### src/rtl/pool_stream_2x2.sv
// Streaming 2x2 stride-2 pooling stage over a raster-scanned IMG_W x IMG_H map, valid/ready both sides.
// Define POOL_AVG_EN to add the mode_avg port (per-frame choice of average or max pooling).
module pool_stream_2x2 #(
  parameter int DATA_WIDTH = 16,
  parameter int IMG_W      = 28,
  parameter int IMG_H      = 28,
  parameter int SIGNED     = 1
) (
  input  logic                  clk,
  input  logic                  rst_n,
  input  logic                  in_valid,
  output logic                  in_ready,
  input  logic [DATA_WIDTH-1:0] in_data,
  output logic                  out_valid,
  input  logic                  out_ready,
  output logic [DATA_WIDTH-1:0] out_data,
  output logic                  out_last
`ifdef POOL_AVG_EN
  ,
  input  logic                  mode_avg
`endif
);

`ifdef POOL_AVG_EN
  localparam int LW = DATA_WIDTH + 2;
`else
  localparam int LW = DATA_WIDTH;
`endif
  localparam int CW = (IMG_W > 2) ? $clog2(IMG_W) : 1;
  localparam int RW = (IMG_H > 2) ? $clog2(IMG_H) : 1;
  localparam int NH = IMG_W / 2;
  localparam int AW = (NH > 1) ? $clog2(NH) : 1;

  function automatic logic [LW-1:0] ext(input logic [DATA_WIDTH-1:0] d);
    if (SIGNED != 0) return LW'($signed(d));
    else             return LW'(d);
  endfunction

  function automatic logic [LW-1:0] max2(input logic [LW-1:0] a, input logic [LW-1:0] b);
    if (SIGNED != 0) return ($signed(a) > $signed(b)) ? a : b;
    else             return (a > b) ? a : b;
  endfunction

`ifdef POOL_AVG_EN
  // Sum of four pixels fits LW bits; the floor shift keeps the sign when SIGNED.
  function automatic logic [DATA_WIDTH-1:0] avg_out(input logic [LW-1:0] s);
    if (SIGNED != 0) return DATA_WIDTH'($signed(s) >>> 2);
    else             return DATA_WIDTH'(s >> 2);
  endfunction
`endif

  logic [CW-1:0]         col_q, col_d;
  logic [RW-1:0]         row_q, row_d;
  logic [LW-1:0]         hold_q;
  logic [LW-1:0]         lb_q [NH];
  logic                  out_valid_q, out_last_q;
  logic [DATA_WIDTH-1:0] out_data_q;

  logic                  in_fire, out_fire, col_last, row_last, emit;
  logic [AW-1:0]         lb_idx;
  logic [LW-1:0]         px, pair, quad;
  logic [DATA_WIDTH-1:0] res;

  assign in_ready = rst_n && (!out_valid_q || out_ready);
  assign in_fire  = in_valid && in_ready;
  assign out_fire = out_valid_q && out_ready;
  assign col_last = (col_q == CW'(IMG_W - 1));
  assign row_last = (row_q == RW'(IMG_H - 1));
  assign emit     = in_fire && row_q[0] && col_q[0];
  assign lb_idx   = AW'(col_q >> 1);
  assign px       = ext(in_data);

`ifdef POOL_AVG_EN
  logic mode_q;
  // mode_q is latched on the (0,0) pixel, always before any odd column uses it.
  assign pair = mode_q ? (hold_q + px) : max2(hold_q, px);
  assign quad = mode_q ? (lb_q[lb_idx] + pair) : max2(lb_q[lb_idx], pair);
  assign res  = mode_q ? avg_out(quad) : quad[DATA_WIDTH-1:0];

  always_ff @(posedge clk) begin
    if (!rst_n)                                    mode_q <= 1'b0;
    else if (in_fire && col_q == '0 && row_q == '0) mode_q <= mode_avg;
  end
`else
  assign pair = max2(hold_q, px);
  assign quad = max2(lb_q[lb_idx], pair);
  assign res  = quad[DATA_WIDTH-1:0];
`endif

  always_comb begin
    col_d = col_q;
    row_d = row_q;
    if (in_fire) begin
      if (col_last) begin
        col_d = '0;
        row_d = row_last ? '0 : row_q + 1'b1;
      end else begin
        col_d = col_q + 1'b1;
      end
    end
  end

  always_ff @(posedge clk) begin
    if (!rst_n) begin
      col_q       <= '0;
      row_q       <= '0;
      hold_q      <= '0;
      out_valid_q <= 1'b0;
      out_data_q  <= '0;
      out_last_q  <= 1'b0;
    end else begin
      col_q <= col_d;
      row_q <= row_d;
      if (in_fire && !col_q[0]) hold_q <= px;
      // A new result takes precedence; it replaces an entry being accepted this cycle.
      if (emit) begin
        out_valid_q <= 1'b1;
        out_data_q  <= res;
        out_last_q  <= row_last && col_last;
      end else if (out_fire) begin
        out_valid_q <= 1'b0;
        out_last_q  <= 1'b0;
      end
    end
  end

  // Line buffer holds even-row pair results; every entry is written before it is read.
  always_ff @(posedge clk) begin
    if (in_fire && !row_q[0] && col_q[0]) lb_q[lb_idx] <= pair;
  end

  assign out_valid = out_valid_q;
  assign out_data  = out_data_q;
  assign out_last  = out_last_q;

endmodule

### config.mk
export PLATFORM = sky130hd
export DESIGN_NAME = pool_stream_2x2
export DESIGN_NICKNAME = d
export VERILOG_FILES = /design/src/rtl/pool_stream_2x2.sv
export SDC_FILE = /design/constraint.sdc
export NUM_CORES = 1
export LEC_CHECK = 0
export CORE_MARGIN = 2
export CORE_UTILIZATION = 45
export CTS_BUF_LIST = sky130_fd_sc_hd__clkbuf_2
export DETAILED_ROUTE_END_ITERATION = 10
export PLACE_DENSITY = 0.73
export SYNTH_ARGS = -nofsm -noshare
export SYNTH_HDL_FRONTEND = slang
export SYNTH_SLANG_ARGS = --single-unit
### constraint.sdc
create_clock -name clk -period 7.9 [get_ports clk]
set_clock_uncertainty 0.1 [all_clocks]
set_input_delay 1.58 -clock clk [delete_from_list [all_inputs] [get_ports clk]]
set_output_delay 1.58 -clock clk [all_outputs]
set_load 0.01 [all_outputs]
==> out/results.ini <==
[pwr]
ir_drop_uv=83.0
clkPwrFrac=0.340
sequentialPowerShare=0.587
combPwrFrac=0.073
p_sw_w=0.000672
p_per_area_mw_per_mm2=206
leakage_nw=4.57
p_int_w=0.00204
switching_share=0.248
totalPowerFinal_w=0.00271

[layout]
nets=895
final_util=0.509
syn_to_final_growth_pct=12.4
drive_above_1_share=0.291
finalInstanceArea_mm2=0.0132

[flow_run]
max-cap-violations=0

[critical_path]
critPathBufInv=4
crit_family=compound AO/OA/AOI/OAI gates
end_kind=flop
arrival_ns=6.85
crit_slowest_cell=clkdlybuf4s50_1
cp_cell_sequence=clkdlybuf4s50_1, inv_1, ha_1, a21oi_2, o21a_1, o221ai_1, a211oi_1, mux2i_4, buf_4, mux2i_1, inv_1, ha_1, nor2b_1, o211ai_1, a2111oi_0, nor4_1, mux2i_1, nand2_1, o221ai_1
setup.worst_path.start=in_data[7]
crit_type=input port to flop
max_stage_delay_ns=0.54
worstPathRequired_ns=8.48
reg2reg_from=hold_q[7]$_SDFFE_PN0P_
cp-start-kind=input port
worstPathMaxFanout=15

[timing]
fmax_ghz=0.160
min_period_ns=6.26
worst_pin_slew_ns=1.22
drv_slew=0
hold_viol_final=0
setup_tns_ns=0
finalSetupViolations=0
relSlewSlack=0.181
fin_crit_sh=0.793
rsz0062_at_grt=false

[clocking]
cts_root_buf=clkbuf_2
htreeDepth=3
post_cts_resized=0
cts_setup_buffers=0
clk-insertion-delay-late_ns=0.81
clk_pin_slew_ns=0.10
cts.sinks=272
cts_hold_buf=0
cts_buffers=69
cts_max_path_buffers=3
cts_tree=yes

[global_routing]
grt_max_degree=54
antenna_found_initial=1
grt_pass1_vias=6760
grt-ovfl-total=0
grt_util_all_layers=0.195
grt_pass1_wl_um=38600

[detailed_routing]
drc_errors=0
vias_per_cell=5.52
drtIter0Drc=631
antenna_left=0
wl_um=25800
wl_per_cell_um=21.1
num_vias=6748
dr.pass1.iters=4

[floorplanning]
core_mm2=0.0258
ios=39
die_y_um=165
die_x_um=165
die_area_mm2=0.0273
start_util=0.453
rows=59

[place]
place_congestion=0.822
dp_hpwl_um=15900
port_buffers=38
dpl-instance-area_mm2=0.0126

[logic_synthesis]
netlist_area_mm2=0.0117
synth_cell_types=44
yosysMostFrequentCell=edfxtp_1
syn_nets=801
synth_area_leaders=edfxtp_1 57%, mux4_2 9.0%, dfxtp_1 8.2%, mux2_2 4.0%, ha_1 3.6%
syn-instance-count=747
ys_ff_latch=272
synthTopCellsByCount=224 x edfxtp_1, 68 x nand2_1, 48 x dfxtp_1, 48 x inv_1, 47 x mux4_2
yosysSeqAreaShare=0.656
synth_area_leader_cell=edfxtp_1
yosys_warnings=0
syn_avg_cell_area_um2=15.7
synth-main-ff-cell=edfxtp_1
synth_edf_count=224
synth_top_area_frac=0.574
async_reset_ff_frac=0

[worst_hold_path]
min_path_type=flop to flop
hold_start=out_last$_SDFFE_PN0P_

[run_status]
status=finished, final reports clean

## sequential cells by signal, indices dropped and copies added (netlist names), named ones only
signal     flops
out_data      16
row_q          5
hold_q        16
out_valid      1
out_last       1
lb_q         224
col_q          5
## worst paths after layout
kind / to / slack [ns] / cells after the start
max: out_data[5]$_SDFFE_PN0P_ / 1.64 / 19
min: out_last$_SDFFE_PN0P_ / 0.37 / 2
max reg2reg: out_data[5]$_SDFFE_PN0P_ / 2.68 / 17
min reg2reg: out_last$_SDFFE_PN0P_ / 0.37 / 2
## power by group through the flow
stage | Sequential, W | Combinational, W | Clock (W)
after floorplan | 0.00161 | 0.000144 | 0
after global placement | 0.00162 | 0.000190 | 0
after detailed placement | 0.00162 | 0.000196 | 0
after CTS | 0.00159 | 0.000197 | 0.000950
after global routing | 0.00159 | 0.000216 | 0.00102
final | 0.00159 | 0.000197 | 0.000923
## layer usage
layer / routed length (um) / vias to the layer above / track usage
met5: 0 / - / 0
met4: 761 / 0 / 0.0839
met3: 1690 / 42 / 0.0445
met2: 12800 / 258 / 0.327
met1: 10600 / 3362 / 0.243
li1: - / 3086 / -
## through the flow
step | instances | hold slack, ns | setup slack (ns)
after floorplan | 747 | 0.349 | 2.17
after global placement | 1105 | 0.359 | 1.01
after detailed placement | 1105 | 0.364 | 0.810
after CTS | 1221 | 0.378 | 1.70
after global routing | 1222 | 0.407 | 1.19
final | 1222 | 0.375 | 1.64
## cell usage in the layout, fill, tap and decap left out, drive strengths merged, types with 7 or more instances in the layout
master / instances
dfxtp: 48
o221ai: 16
nand3: 9
nor3: 7
edfxtp: 224
nor2: 19
nand2b: 20
a21oi: 40
mux2i: 20
clkbuf: 106
buf: 20
clkdlybuf4s50: 38
inv: 48
ha: 34
clkinv: 9
nand2: 68
mux4: 47
o21ai: 21
mux2: 47
nand4: 9
## cell type report
type / count / area (um^2)
flip-flops and latches: 272 / 7690
diodes: 1 / 2.50
multi-input cells: 391 / 3730
fillers: 2131 / 12700
clock inverters: 10 / 70.1
clock buffers: 106 / 531
well taps: 335 / 419
repair buffers: 58 / 531
inverters: 49 / 184
## kinds of logic after synthesis
family	Yosys count	synth area share
mux	114	0.163
flops	272	0.656
simple gates	152	0.0623
compound gates	91	0.0523
buf+inv	84	0.0295
fa+ha+maj	34	0.0363
## worst register-to-register path, stage by stage (launching register included)
cell,delay (ns)
dfxtp_1,0.40
ha_1,0.29
a21oi_2,0.14
o21a_1,0.15
o221ai_1,0.13
a211oi_1,0.44
mux2i_4,0.51
buf_4,0.40
mux2i_1,0.27
inv_1,0.23
ha_1,0.27
nor2b_1,0.11
o211ai_1,0.09
a2111oi_0,0.39
nor4_1,0.11
mux2i_1,0.24
nand2_1,0.46
o221ai_1,0.38
(Power assumes the default switching activity.)
